File: config.mk
export PLATFORM = sky130hd
export DESIGN_NAME = finder_scan_controller
export DESIGN_NICKNAME = d
export VERILOG_FILES = /design/src/rtl/finder_scan_controller.sv
export SDC_FILE = /design/constraint.sdc
export NUM_CORES = 2
export LEC_CHECK = 0
export BUFFER_PORTS_ARGS = -buffer_cell sky130_fd_sc_hd__buf_2
export CAP_MARGIN = 10
export CORE_AREA = 4 4 780 782
export DETAILED_ROUTE_END_ITERATION = 8
export DIE_AREA = 0 0 784 786
export PLACE_DENSITY_LB_ADDON = 0.05
export REMOVE_ABC_BUFFERS = 1
export SLEW_MARGIN = 0
export SYNTH_ARGS = -nofsm -noshare
export SYNTH_HDL_FRONTEND = slang
export SYNTH_SLANG_ARGS = --single-unit
File: constraint.sdc
create_clock -name clk_in -period 92.9 [get_ports clk_in]
set_input_delay 4.645 -clock clk_in [delete_from_list [all_inputs] [get_ports clk_in]]
set_output_delay 4.645 -clock clk_in [all_outputs]
set_load 0.005 [all_outputs]
File: src/rtl/finder_scan_controller.sv
// Sequences the horizontal then vertical finder scanners over one shared frame-buffer
// read port, latches each pass's encoding vector and reports completion or timeout.
`timescale 1ns/1ps
module finder_scan_controller #(
    parameter int WIDTH   = 480,
    parameter int HEIGHT  = 480,
    parameter int ADDR_W  = 20,
    parameter int TIMEOUT = 1_048_575
) (
    input  logic              clk_in,
    input  logic              rst_in,
    input  logic              start_in,
    input  logic [ADDR_W-1:0] h_addr_in,
    input  logic [ADDR_W-1:0] v_addr_in,
    input  logic [WIDTH-1:0]  h_encodings_in,
    input  logic [WIDTH-1:0]  v_encodings_in,
    input  logic              h_valid_in,
    input  logic              v_valid_in,
    output logic [ADDR_W-1:0] bram_addr_out,
    output logic              finder_rst_out,
    output logic              h_start_out,
    output logic              v_start_out,
    output logic [WIDTH-1:0]  row_encodings_out,
    output logic [WIDTH-1:0]  col_encodings_out,
    output logic              busy_out,
    output logic              done_out,
    output logic              timeout_out
);

    localparam int CNT_W = 20;

    if (WIDTH * HEIGHT > (1 << ADDR_W)) begin : g_addr_too_narrow
        $error("frame does not fit in ADDR_W address bits");
    end
    if (TIMEOUT >= (1 << CNT_W)) begin : g_timeout_too_wide
        $error("TIMEOUT does not fit the pass counter");
    end

    typedef enum logic [2:0] {
        IDLE, H_CLEAR, H_START, H_RUN, V_CLEAR, V_START, V_RUN, DONE
    } state_t;

    typedef enum logic [1:0] {
        GRANT_NONE, GRANT_H, GRANT_V
    } grant_t;

    state_t             state, state_next;
    grant_t             grant, grant_next;
    logic [CNT_W-1:0]   pass_cnt;
    logic               h_capture, v_capture, pass_expired;

    assign h_capture    = (state == H_RUN) && h_valid_in;
    assign v_capture    = (state == V_RUN) && v_valid_in;
    assign pass_expired = (pass_cnt == CNT_W'(TIMEOUT))
                          && (((state == H_RUN) && !h_valid_in)
                           || ((state == V_RUN) && !v_valid_in));

    // NOTE: every always_comb output gets a default first so no path infers a latch.
    always_comb begin
        state_next     = state;
        grant_next     = GRANT_NONE;
        finder_rst_out = rst_in;
        h_start_out    = 1'b0;
        v_start_out    = 1'b0;
        busy_out       = (state != IDLE);
        done_out       = 1'b0;
        unique case (state)
            IDLE:    if (start_in) state_next = H_CLEAR;
            H_CLEAR: begin
                finder_rst_out = 1'b1;
                state_next     = H_START;
            end
            H_START: begin
                h_start_out = 1'b1;
                state_next  = H_RUN;
            end
            H_RUN: begin
                if (h_capture)         state_next = V_CLEAR;
                else if (pass_expired) state_next = DONE;
            end
            V_CLEAR: begin
                finder_rst_out = 1'b1;
                state_next     = V_START;
            end
            V_START: begin
                v_start_out = 1'b1;
                state_next  = V_RUN;
            end
            V_RUN: begin
                if (v_capture || pass_expired) state_next = DONE;
            end
            DONE: begin
                done_out   = 1'b1;
                state_next = IDLE;
            end
            default: state_next = IDLE;
        endcase
        // Grant follows the state being entered, so it is registered alongside it.
        if (state_next == H_START || state_next == H_RUN) grant_next = GRANT_H;
        if (state_next == V_START || state_next == V_RUN) grant_next = GRANT_V;
    end

    always_comb begin
        bram_addr_out = '0;
        unique case (grant)
            GRANT_H: bram_addr_out = h_addr_in;
            GRANT_V: bram_addr_out = v_addr_in;
            default: bram_addr_out = '0;
        endcase
    end

    // NOTE: sequential state uses non-blocking assignments only, so every register
    // samples pre-edge values regardless of statement order.
    always_ff @(posedge clk_in or posedge rst_in) begin
        if (rst_in) begin
            state             <= IDLE;
            grant             <= GRANT_NONE;
            pass_cnt          <= '0;
            row_encodings_out <= '0;
            col_encodings_out <= '0;
            timeout_out       <= 1'b0;
        end else begin
            state <= state_next;
            grant <= grant_next;
            if (state == H_CLEAR || state == V_CLEAR)
                pass_cnt <= '0;
            else if (state == H_START || state == H_RUN || state == V_START || state == V_RUN)
                pass_cnt <= pass_cnt + 1'b1;
            if (h_capture) row_encodings_out <= h_encodings_in;
            if (v_capture) col_encodings_out <= v_encodings_in;
            if (state == IDLE && start_in) timeout_out <= 1'b0;
            else if (pass_expired)         timeout_out <= 1'b1;
        end
    end

endmodule

==> impl.org <==
** Global routing
- Entering global routing, the biggest net connects 132 pins.
- Via count of the first global-routing pass :: 31640
- In the global route stage, overall resource usage came out at 0.1111.
- Global routing finished with a remaining overflow of 0.
- The first global-routing pass estimated 432000 µm of wire.
- The number of antenna violations at the first check in global routing is 479.

** Timing
- RSZ-0062 raised after global routing :: false
- For the finished layout, the period the worst path requires is 10.03 ns.
- Measured against its own limit, the worst slew margin works out to 0.3200.
- For the final database, setup skew stands at 0.08443 ns.
- The final number of hold-violating endpoints came to 0.
- Final cycle utilization of the critical path :: 0.1080
- Transition at the pin with the smallest max-transition slack :: 1.020 ns
- Total Neg Setup Slack :: 0 ns
- Fmax :: 0.09966 GHz
- Setup violations remaining at the end of the flow were counted as 0.
- Number of pins with negative max-slew slack in the final report :: 0

** Clock network
- TritonCTS created 169 clock buffers.
- Clock-pin slew was measured on the worst setup and hold paths at 0.05 ns.
- Total of hold buffers inserted after clock tree synthesis :: 0
- The number of setup buffers added after CTS is 0.
- Root buffer cell :: sky130_fd_sc_hd__clkbuf_16
- CTS sink cnt :: 986
- For the worst-skew pair, the clock arrives at the later sink with an insertion delay of 0.88 ns.
- The clock passes through at most 4 buffers.
- TritonCTS built the clock tree.
- After clock tree synthesis, the repair step resized 0 gates.
- H-Tree Level Count :: 4

** Floorplan
- The floorplan step defined a die boundary enclosing 616200 µm².
- The floorplan has 285 rows.
- Die height :: 786 µm
- The core region is 601200 µm².
- In this run the count of I/O pins placed on the die edge is 1991.
- Starting utilization of the core area :: 0.06171
- From left edge to right edge, the die measures 784 µm.

** Placement
- The congestion estimate from routability-driven global placement came to 0.7975.
- Once placement completed, the tool counted placed cells totaling 12190.
- Number of buffer cells added on primary ports :: 1990
- In this run the cell area measured after placement is 56950 µm².
- After legalization and detailed placement, the total HPWL measured 303700 µm.

** Yosys
- The synthesized design contains 986 register bits.
- The most used flip-flop cell after synthesis is sky130_fd_sc_hd__dfrtp_1.
- Number of instances in the synthesized netlist :: 2246
- The share of the Yosys chip area taken by registers is 0.6650.
- Averaged over all synthesized cells, the footprint is 16.52 µm².
- Netlist Area Pre-Place :: 37100 µm²
- After synthesis, the share of flip-flops with an asynchronous set or reset is 1.000.
- Yosys cell types :: 47
- Yosys mapped a number of flops with a built-in enable equal to 0.
- Yosys printed 0 warnings.

** Worst setup path
- Together, buffers and inverters on the worst path number 2.
- Along the worst path, the maximum fanout reaches 2.
- Logic depth of the worst register-to-register path :: 7
- The critical path runs through a total of 4 cells.
- Data on the critical path arrives at its endpoint at 5.39 ns.
- Worst setup path category :: in2out
- Required time reported for the critical path endpoint :: 88.25 ns
- Crit. End Element :: output port
- Among the stages of the critical path, the cell type that occurs most often is sky130_fd_sc_hd__buf_2.
- The critical path goes through buf_2 -> a22oi_1 -> nor2_1 -> buf_2.
- STA classifies the critical path startpoint as an input pin.
- Broken down by cell family, the worst path's largest delay share belongs to compound AO/OA/AOI/OAI gates.
- Largest stage delay on the critical path :: 0.41 ns
- Library cell contributing the largest single delay on the critical path :: sky130_fd_sc_hd__a22oi_1

** Cells and area
- Share of final-layout standard cells stronger than drive strength 1 :: 0.7287
- Post-Layout Inst Area :: 62470 µm²
- For this run, the number of standard cells in the final layout without fillers is 12540.
- Post-layout nets :: 5331
- Area grow syn2layout :: 68.37%

** Worst hold path
- Worst min-delay path class :: reg2reg
- Counting instances, the worst hold path has a depth of 1.

** Drt
- Drc violations :: 0
- The count of nets left with antenna violations once routing finished came out at 0.
- First-pass detailed-route iteration total :: 5
- The routed design has 357100 µm of wire.
- In the routed layout, each cell is associated on average with a via count of 2.402.
- Via count :: 30110
- Initial DRC Count :: 889
- Routed length per placed instance :: 28.49 µm

** Outcome
- The run finished with clean final reports.

** Pwr
- Static leakage power :: 27.31 nW
- Power spread over the standard cell area amounts to 36.29 nW/µm².
- Worst ir drop on vdd :: 0.01312 mV

** Run
- Max-cap violations in this run came to 0.
-- routing by layer --
metal,track usage,part of all wire,up-vias
met5,0,0.0025,-
met4,0.02231,0.031,136
met3,0.05226,0.10,1012
met2,0.2157,0.54,1937
met1,0.1056,0.32,14780
li1,-,-,12240
-- worst register-to-register path: stages, from the launching register on --
cell and delay, ns:
sky130_fd_sc_hd__dfrtp_1 0.63, sky130_fd_sc_hd__nor2b_1 0.34, sky130_fd_sc_hd__nand3_4 0.42, sky130_fd_sc_hd__buf_4 0.67, sky130_fd_sc_hd__buf_4 0.58, sky130_fd_sc_hd__buf_4 0.68, sky130_fd_sc_hd__buf_4 0.76, sky130_fd_sc_hd__mux2_2 0.50
-- through the flow --
stage                     hold WS (ns)     util  setup WS (ns)  power [mW]
after global placement          0.4830  0.09472          82.83       1.694
after global routing            0.5071   0.1037          82.86       2.431
after detailed placement        0.4866  0.09472          82.85       1.688
after floorplan                 0.5045        -          60.50       1.200
final                           0.4953   0.1039          82.87       2.267
after CTS                       0.4994   0.1036          82.85       2.382
-- state kept, by name, indices dropped and copies added, names as in the netlist --
signal and cells:
timeout_out 1, pass_cnt 20, col_encodings_out 480, grant 2
state 3, row_encodings_out 480
-- cell usage after synthesis, types with 2 or more instances --
cell type / count / area share
sky130_fd_sc_hd__nor2_1: 37 / 0.0037
sky130_fd_sc_hd__clkbuf_1: 47 / 0.0048
sky130_fd_sc_hd__a22oi_1: 21 / 0.0042
sky130_fd_sc_hd__buf_2: 65 / 0.0088
sky130_fd_sc_hd__or3_1: 8 / 0.0013
sky130_fd_sc_hd__xor2_1: 2 / 0.00047
sky130_fd_sc_hd__buf_6: 2 / 0.00061
sky130_fd_sc_hd__ha_1: 3 / 0.0010
sky130_fd_sc_hd__o21ai_0: 8 / 0.0011
sky130_fd_sc_hd__inv_1: 8 / 0.00081
sky130_fd_sc_hd__nand3_1: 7 / 0.00094
sky130_fd_sc_hd__a21boi_0: 2 / 0.00040
sky130_fd_sc_hd__o211ai_1: 2 / 0.00040
sky130_fd_sc_hd__or4_1: 6 / 0.0012
sky130_fd_sc_hd__mux2_2: 960 / 0.29
sky130_fd_sc_hd__o31ai_1: 6 / 0.0012
sky130_fd_sc_hd__nand2_1: 15 / 0.0015
sky130_fd_sc_hd__dfrtp_1: 986 / 0.67
sky130_fd_sc_hd__nor3_1: 2 / 0.00027
sky130_fd_sc_hd__nor4_1: 3 / 0.00051
sky130_fd_sc_hd__a21oi_1: 12 / 0.0016
sky130_fd_sc_hd__nand4_1: 2 / 0.00034
sky130_fd_sc_hd__buf_1: 9 / 0.00091
sky130_fd_sc_hd__nor2b_1: 5 / 0.00084
sky130_fd_sc_hd__xnor2_1: 5 / 0.0012
sky130_fd_sc_hd__mux2i_1: 2 / 0.00054
-- area by class of cell --
| cell class | count | area, µm² |
|---|---|---|
| Fill cell | 69290 | 538700 |
| Clock buffer | 248 | 4816 |
| Timing Repair Buffer | 2029 | 10330 |
| Tap cell | 8036 | 10050 |
| Clock inverter | 34 | 544.3 |
| Antenna cell | 65 | 162.7 |
| Multi-Input combinational cell | 1129 | 11850 |
| Sequential cell | 986 | 24670 |
| Inverter | 8 | 37.54 |
-- worst paths after layout --
check | startpoint | end | slack (ns)
max | v_addr_in[16] | bram_addr_out[16] | 82.87
min reg2reg | row_encodings_out[233]$_DFFE_PP0P_ | row_encodings_out[233]$_DFFE_PP0P_ | 0.50
min in group asynchronous | rst_in | col_encodings_out[217]$_DFFE_PP0P_ | 3.72
max in group asynchronous | rst_in | row_encodings_out[464]$_DFFE_PP0P_ | 84.88
max reg2reg | state[1]$_DFF_PP0_ | col_encodings_out[454]$_DFFE_PP0P_ | 88.18
min | row_encodings_out[233]$_DFFE_PP0P_ | row_encodings_out[233]$_DFFE_PP0P_ | 0.50
-- kinds of logic after synthesis --
| group | synth area share |
|---|---|
| muxes | 0.2919 |
| and+or+nand+nor | 0.01356 |
| adders and majority gates | 0.001012 |
| buffers and inverters | 0.01585 |
| DFF | 0.6650 |
| xor gates and xnor gates | 0.001652 |
| AOI/OAI and AO/OA | 0.01099 |
-- power by group --
group / switching (mW) / internal [mW]
Sequential: 0.128 / 0.645
Combinational: 0.483 / 0.364
Clock: 0.267 / 0.380
Total: 0.877 / 1.39
-- cells in the final DEF (no fill, tap or decap), drive strengths merged, types with 3 or more instances in the layout --
master  synthesis  final
nor2           37     37
bufinv          0      8
or4             7      7
clkbuf         47    248
nand3           7      7
dfrtp         986    986
mux2          960    960
nor2b           5      5
diode           0     65
nand2          15     15
o21ai           8      8
nor4            3      3
clkinv          0     20
a21oi          13     13
o31ai           6      6
nand4           3      3
buf            76   2029
a22oi          21     21
inv             8     13
xnor2           5      5
or3             9      9
ha              3      3
Note: power is estimated with default switching activity, not from simulation.
